===== config.mk =====
export PLATFORM = sky130hd
export DESIGN_NAME = id_ex_issue
export DESIGN_NICKNAME = d
export VERILOG_FILES = /design/src/rtl/id_ex_issue.sv
export SDC_FILE = /design/constraint.sdc
export NUM_CORES = 1
export LEC_CHECK = 0
export ABC_AREA = 1
export ABC_CLOCK_PERIOD_IN_PS = 3650
export BUFFER_PORTS_ARGS = -buffer_cell sky130_fd_sc_hd__buf_2
export CORE_UTILIZATION = 35
export DETAILED_ROUTE_END_ITERATION = 6
export PLACE_DENSITY = 0.65
export SLEW_MARGIN = 20
export SYNTH_ARGS = -nofsm -noshare
export SYNTH_HDL_FRONTEND = slang
export SYNTH_SLANG_ARGS = --single-unit

===== constraint.sdc =====
create_clock -name clk -period 3.65 [get_ports clk]
set_clock_uncertainty 0.2 [all_clocks]
set_input_delay 0.5475 -clock clk [delete_from_list [all_inputs] [get_ports clk]]
set_output_delay 0.5475 -clock clk [all_outputs]
set_load 0.01 [all_outputs]

===== src/rtl/id_ex_issue.sv =====
// id_ex_issue: MIPS decode into a 2-entry in-order issue skid buffer.
// Option: DEC_ILLEGAL_TRAP_EN drops unsupported instrs and raises illegal.
module id_ex_issue (
  input  logic        clk,
  input  logic        rst_n,
  input  logic        in_valid,
  output logic        in_ready,
  input  logic [31:0] instr,
  input  logic [31:0] rs_val,
  input  logic [31:0] rt_val,
  input  logic        flush,
  output logic        out_valid,
  input  logic        out_ready,
  output logic [3:0]  aluctl,
  output logic [31:0] a,
  output logic [31:0] b,
  output logic [4:0]  rd,
  output logic        illegal
);

  typedef struct packed {
    logic [3:0]  ctl;
    logic [31:0] a;
    logic [31:0] b;
    logic [4:0]  rd;
  } op_t;

  logic [5:0]  opc;
  logic [5:0]  fn;
  logic [31:0] sext;
  logic [31:0] zext;
  logic [31:0] shamt;
  logic        rty;
  op_t         dec;
  logic        dec_ok;

  op_t         q0;
  op_t         q1;
  logic [1:0]  count;
  logic        acc;
  logic        push;
  logic        pop;

  // Register indices are already resolved into rs_val/rt_val.
  logic unused_idx;
  assign unused_idx = ^instr[25:21];

  assign opc   = instr[31:26];
  assign fn    = instr[5:0];
  assign sext  = {{16{instr[15]}}, instr[15:0]};
  assign zext  = {16'd0, instr[15:0]};
  assign shamt = {27'd0, instr[10:6]};
  assign rty   = (opc == 6'h00);

  // Decode the incoming instruction into an ALU op bundle.
  always_comb begin
    dec    = '{ctl: 4'hF, a: rs_val, b: rt_val, rd: 5'd0};
    dec_ok = 1'b1;
    unique case (1'b1)
      rty && fn == 6'h24:
        dec = '{4'd0, rs_val, rt_val, instr[15:11]};
      rty && fn == 6'h25:
        dec = '{4'd1, rs_val, rt_val, instr[15:11]};
      rty && (fn == 6'h20 || fn == 6'h21):
        dec = '{4'd2, rs_val, rt_val, instr[15:11]};
      rty && (fn == 6'h22 || fn == 6'h23):
        dec = '{4'd6, rs_val, rt_val, instr[15:11]};
      rty && fn == 6'h2A:
        dec = '{4'd7, rs_val, rt_val, instr[15:11]};
      rty && fn == 6'h26:
        dec = '{4'd12, rs_val, rt_val, instr[15:11]};
      rty && fn == 6'h00:
        dec = '{4'd3, rt_val, shamt, instr[15:11]};
      rty && fn == 6'h02:
        dec = '{4'd4, rt_val, shamt, instr[15:11]};
      rty && fn == 6'h03:
        dec = '{4'd5, rt_val, shamt, instr[15:11]};
      opc == 6'h08 || opc == 6'h09:
        dec = '{4'd2, rs_val, sext, instr[20:16]};
      opc == 6'h0A:
        dec = '{4'd7, rs_val, sext, instr[20:16]};
      opc == 6'h0C:
        dec = '{4'd0, rs_val, zext, instr[20:16]};
      opc == 6'h0D:
        dec = '{4'd1, rs_val, zext, instr[20:16]};
      opc == 6'h0E:
        dec = '{4'd12, rs_val, zext, instr[20:16]};
      opc == 6'h04:
        dec = '{4'd8, rs_val, rt_val, 5'd0};
      default:
        dec_ok = 1'b0;
    endcase
  end

  // Ready depends on the registered count only.
  assign in_ready  = (count < 2'd2);
  assign out_valid = (count != 2'd0);
  assign acc       = in_valid && in_ready;
  assign pop       = out_valid && out_ready;

`ifdef DEC_ILLEGAL_TRAP_EN
  logic ill_q;

  assign push    = acc && dec_ok;
  assign illegal = ill_q;

  // Sticky trap flag; unsupported ops are swallowed, not enqueued.
  always_ff @(posedge clk) begin
    if (!rst_n)
      ill_q <= 1'b0;
    else if (flush)
      ill_q <= 1'b0;
    else if (acc && !dec_ok)
      ill_q <= 1'b1;
  end
`else
  logic unused_ok;

  assign unused_ok = dec_ok;
  assign push      = acc;
  assign illegal   = 1'b0;
`endif

  // q0 is the head and keeps the last popped op while empty.
  always_ff @(posedge clk) begin
    if (!rst_n) begin
      count <= 2'd0;
      q0    <= '0;
      q1    <= '0;
    end else if (flush) begin
      count <= 2'd0;
    end else begin
      if (push && (count == 2'd0 ||
                   (count == 2'd1 && pop)))
        q0 <= dec;
      else if (pop && count == 2'd2)
        q0 <= q1;
      if (push && count == 2'd1 && !pop)
        q1 <= dec;
      unique case ({push, pop})
        2'b10:   count <= count + 2'd1;
        2'b01:   count <= count - 2'd1;
        default: count <= count;
      endcase
    end
  end

  assign aluctl = q0.ctl;
  assign a      = q0.a;
  assign b      = q0.b;
  assign rd     = q0.rd;

endmodule

# After elaboration in Yosys (flattened, before gate mapping)
# Cells that the tools add are included.
[word_totals]
reg_bits = 148
in_bits = 101
output_inout_bits = 76
[classes]
addsub = 2
n_lt_le_gt_ge = 1
eq_ne = 21
muxes = 4
bitwise = 2
reduce_logical = 30
[ops]
columns = ["operator", "count"]
rows = [
  ["$pmux W73 S15", 1],
  ["$mux W73", 2],
  ["$eq A6 B6 Y1 const B", 8],
  ["$eq A6 B4 Y1 const B", 6],
  ["$logic_and A1 B1 Y1", 16],
  ["$eq A6 B2 Y1 const B", 2],
  ["$logic_not A6 Y1", 2],
  ["$eq A6 B3 Y1 const B", 1],
  ["$reduce_bool A2 Y1", 3],
  ["$eq A2 B1 Y1 const B", 2],
  ["$eq A2 B2 Y1 const B", 2],
  ["$logic_or A1 B1 Y1", 4],
  ["$pmux W2 S2", 1],
  ["$reduce_and A2 Y1", 2],
  ["$add A2 B1 Y2 const B", 1],
  ["$logic_not A2 Y1", 1],
  ["$lt A2 B2 Y1 const B", 1],
  ["$not A1 Y1", 2],
  ["$reduce_or A2 Y1", 1],
  ["$sub A2 B1 Y2 const B", 1],
  ["$logic_not A1 Y1", 1],
]

# Depth between registers and ports, before layout
[depth]
ltp_word = 7
mapped_depth = 14

# Worst setup path before layout
# OpenSTA, ideal clock, no wires.
[synth_path]
path_type = "register to register"
startpoint = "reg count[1]"
endpoint = "reg q1[28] in the netlist's numbering"
arrival_ps = 1836
slack_ps = 1498
path_stages_with_launch = 12
path_buffers = 2
synth_period_minus_slack_ps = 2152
cell_sequence = "dfxtp_1 inv_1 ha_1 inv_2 nand2_1 inv_1 nor4_4 buf_2 clkbuf_1 nand3_1 o211ai_1 inv_1"
[synth_via]
elab_chain_len = 5
elab_cells_between_ends = 9
cone_classes = "order compare (1); eq/ne (1); reduce/logical (7)"
[synth_lines]
columns = ["item", "line", "text"]
rows = [
  ["start: declaration", "39", "logic [1:0] count;"],
  ["start signal: assignment", "141", "2'b10: count <= count + 2'd1;"],
  ["start signal: assignment", "142", "2'b01: count <= count - 2'd1;"],
  ["start signal: assignment", "143", "default: count <= count;"],
  ["$lt A2 B2 Y1", "96", "assign in_ready = (count < 2'd2);"],
  ["named net in_ready", "7", "output logic in_ready,"],
  ["$logic_and A1 B1 Y1", "98", "assign acc = in_valid && in_ready;"],
  ["$logic_and A1 B1 Y1 (2 in series)", "138", "if (push && count == 2'd1 && !pop)"],
  ["$reduce_and A2 Y1 (no line)", "n/a", ""],
  ["end signal: assignment", "129", "q1 <= '0;"],
  ["end signal: assignment", "139", "q1 <= dec;"],
  ["end: declaration", "38", "op_t q1;"],
]
# The timed path passes the listed nets, and every way through them passes these cells.
# A chain may end at the register's enable or synchronous reset.

# Final worst setup path
[layout_path]
startpoint = "reg count[1]"
endpoint = "reg q0 (netlist bit a[17])"
[layout_via]
elab_chain_len = 7
elab_cells_between_ends = 14
cone_classes = "order compare (1); eq/ne (2); mux (1); reduce/logical (10)"
[layout_lines]
columns = ["item", "line", "text"]
rows = [
  ["$reduce_bool A2 Y1", "97", "assign out_valid = (count != 2'd0);"],
  ["$logic_and A1 B1 Y1", "99", "assign pop = out_valid && out_ready;"],
  ["$logic_and A1 B1 Y1", "134", "(count == 2'd1 && pop)))"],
  ["$logic_or A1 B1 Y1", "133", "if (push && (count == 2'd0 ||"],
  ["$logic_and A1 B1 Y1", "133", ""],
  ["$reduce_bool A2 Y1 (no line)", "n/a", ""],
  ["$reduce_and A2 Y1 (no line)", "n/a", ""],
  ["end signal: assignment", "137", "q0 <= q1;"],
  ["end: declaration", "37", "op_t q0;"],
]
# Parallel ways exist; a longest one is shown, timed or not.

==> impl_metrics.py <==
metrics = {
    "detailed_routing": {
        "firstDrtPassIters": 5,
        "drtIter0Drc": 956,
        "vias": 11400,
        "ant_nets": 0,
        "drc": 0,
        "routed_wl_mm": 35.1,
        "viasPerCell": 5.23,
        "wire_per_inst_um": 16.1,
    },
    "layout": {
        "nets": 1890,
        "area_growth_pct": 15.3,
        "layout-drive-gt1-share_pct": 15.4,
    },
    "placed_design": {
        "port_buffers": 170,
        "place_congestion": 0.885,
        "dpl.hpwl_mm": 22.8,
    },
    "floorplan": {
        "die-height_um": 172,
        "io_pins": 177,
        "die_x_um": 172,
        "core_area_um2": 28600,
        "initial_core_util_pct": 35.5,
        "dieArea_um2": 29700,
        "rows": 62,
    },
    "synth": {
        "syn_inst": 1705,
        "synth_top_area_share_pct": 29.1,
        "netlist_area_um2": 10200,
        "ys_types": 31,
        "synth_area_leaders": "dfxtp_1 (29%), nand2_1 (13%), nand3_1 (11%)",
        "ys_warn_count": 0,
        "seq_area_frac_synth_pct": 29.1,
        "syn-num-nets": 1810,
        "ys_ff_latch": 148,
        "synth_top_cell_by_area": "dfxtp_1",
        "syn_avg_cell_area_um2": 5.97,
    },
    "clocking": {
        "postCtsSetupRepairBufs": 0,
        "post_cts_resized": 0,
        "clkSlewWorstSetupHoldPaths_ns": 0.07,
        "cts_buffers": 17,
        "cts-root-buf": "clkbuf_16",
        "cts_sinks": 148,
        "cts_tree": "done",
        "clk_latency_ns": 0.43,
        "cts_hold_buf": 0,
        "cts_buffer_depth": 2,
        "cts_max_level": 4,
    },
    "sta": {
        "grt_setup_unrepaired": "no",
        "worst_pin_slew_ns": 0.987,
        "finalHoldViolations": 0,
        "slew_viol_final": 0,
        "slew_headroom_pct": 34.1,
        "setup_viol": 0,
        "fin_crit_sh_pct": 69.6,
        "setup_tns_ns": 0,
        "fmax_mhz": 394,
        "period_minus_slack_ns": 2.54,
    },
    "run_status": {
        "status": "complete, no violations",
    },
    "min_path": {
        "hold_path_class": "reg2reg",
    },
    "setup_path": {
        "end_kind": "flip-flop",
        "crit_type": "reg2reg",
        "crit_top_cell": "nand2_1",
        "crit_slowest_cell": "inv_1",
        "worstPathCellList": "inv_1 -> ha_1 -> inv_2 -> nand2_1 -> o21ai_0 -> nand2_1 -> nand2_1 -> nand2_4 -> inv_1 -> buf_12 -> o21ai_0 -> a21oi_1",
        "arrival_ns": 2.70,
        "worst_path_largest_cell_delay_ns": 0.51,
        "required_ns": 3.81,
        "start_kind": "flip-flop",
        "cp_max_fo": 21,
    },
    "global_route": {
        "grt_max_degree": 121,
        "grt_pass1_wl_mm": 55.4,
        "track_usage_pct": 23.9,
        "grt_pass1_vias": 10100,
        "grt_overflow": 0,
        "antenna_found_initial": 6,
    },
    "flow_run": {
        "max_cap_viol_count": 0,
    },
    "pwr": {
        "fin_total_pwr_mw": 4.35,
        "ir_worst_vdd_mv": 0.296,
        "power_density_nw_per_um2": 371,
        "leakage_nw": 5.94,
    },
}
==> synth_stat cells <==
cell type,number
o21ai_1,32
xor2_1,2
o21ai_0,110
o211ai_1,32
nor2_2,4
nor2_1,274
a21boi_0,6
nand3_2,19
buf_2,36
nand2_1,341
o2111ai_1,15
nand2_2,1
buf_1,12
conb_1,1
o31ai_1,1
nor3_1,60
inv_1,139
o22ai_1,2
buf_4,13
o21ai_2,5
nor4_4,1
inv_2,8
ha_1,4
nand3_1,222
dfxtp_1,148
a21oi_1,122
buf_6,3
nand4_1,12
clkbuf_1,68
nor2_4,11
nand2_4,1
==> cell type report <==
cell class | count | area (µm²)
fillers | 3066 | 16900
multi-input cells | 1278 | 6050
flip-flops and latches | 148 | 2960
repair buffers | 193 | 1100
inverters | 147 | 552
well taps | 384 | 480
clock buffers | 17 | 425
clock inverters | 15 | 156
diodes | 1 | 2.50
==> path summary, 6_finish.rpt <==
kind            start     to  slack, ns  cells after the start
max          count[1]  a[17]       1.11                     12
min             b[23]  b[23]       0.26                      2
max reg2reg  count[1]  a[17]       1.11                     12
min reg2reg     b[23]  b[23]       0.26                      2
==> per-stage QoR <==
stage | util, % | hold slack, ns | instance area, µm² | instances | setup slack [ns]
after floorplan | - | 0.268 | 10200 | 1705 | 1.50
after global placement | 38.9 | 0.250 | 11100 | 2150 | 0.820
after detailed placement | 38.9 | 0.252 | 11100 | 2150 | 0.793
after CTS | 41.0 | 0.249 | 11700 | 2182 | 1.07
after global routing | 41.0 | 0.278 | 11700 | 2182 | 0.822
final | 41.0 | 0.261 | 11700 | 2183 | 1.11
==> cells in the final DEF, fill, tap and decap left out, types with 15 or more instances in the layout <==
cell type / netlist / routed
a21oi_1: 122 / 122
buf_2: 36 / 170
buf_4: 13 / 17
clkbuf_16: 0 / 17
dfxtp_1: 148 / 148
inv_1: 139 / 138
nand2_1: 341 / 340
nand3_1: 222 / 222
nand3_2: 19 / 19
nor2_1: 274 / 274
nor3_1: 60 / 60
o2111ai_1: 15 / 15
o211ai_1: 32 / 32
o21ai_0: 110 / 110
o21ai_1: 32 / 32
==> power by group <==
part           internal (mW)  switching [mW]
clock network          0.918           0.856
registers               1.71          0.0471
logic                  0.258           0.563
==> cells by family (layout without fill, tap and decap cells) <==
kind of cell,after synthesis,after routing,synth area share (%)
AO/OA/AOI/OAI,325,325,17.7
other,1,2,0.0369
buffers and inverters,279,372,11.4
XOR/XNOR,2,2,0.172
flip-flops,148,148,29.1
AND/OR/NAND/NOR,946,946,41.0
adder cells (fa/ha/maj),4,4,0.492
==> state kept, by name (all words and copies together), names as in the netlist <==
| signal | cells |
|---|---|
| q1 | 73 |
| a | 32 |
| b | 32 |
| rd | 5 |
| aluctl | 4 |
| count | 2 |
==> critical path: cells and delay by family, from the launching register on <==
kind,cells,cell delay (ns)
AND/OR/NAND/NOR,4,0.38
buffers and inverters,4,0.91
flip-flops,1,0.36
AO/OA/AOI/OAI,3,0.41
adder cells (fa/ha/maj),1,0.19
==> routing by layer <==
metal / GRT usage (%) / share of wire (%)
met4: 6.85 / 1.9
met1: 33.7 / 46
met2: 35.5 / 43
met5: 0 / 0.15
met3: 5.91 / 8.6
(Power assumes the default switching activity.)
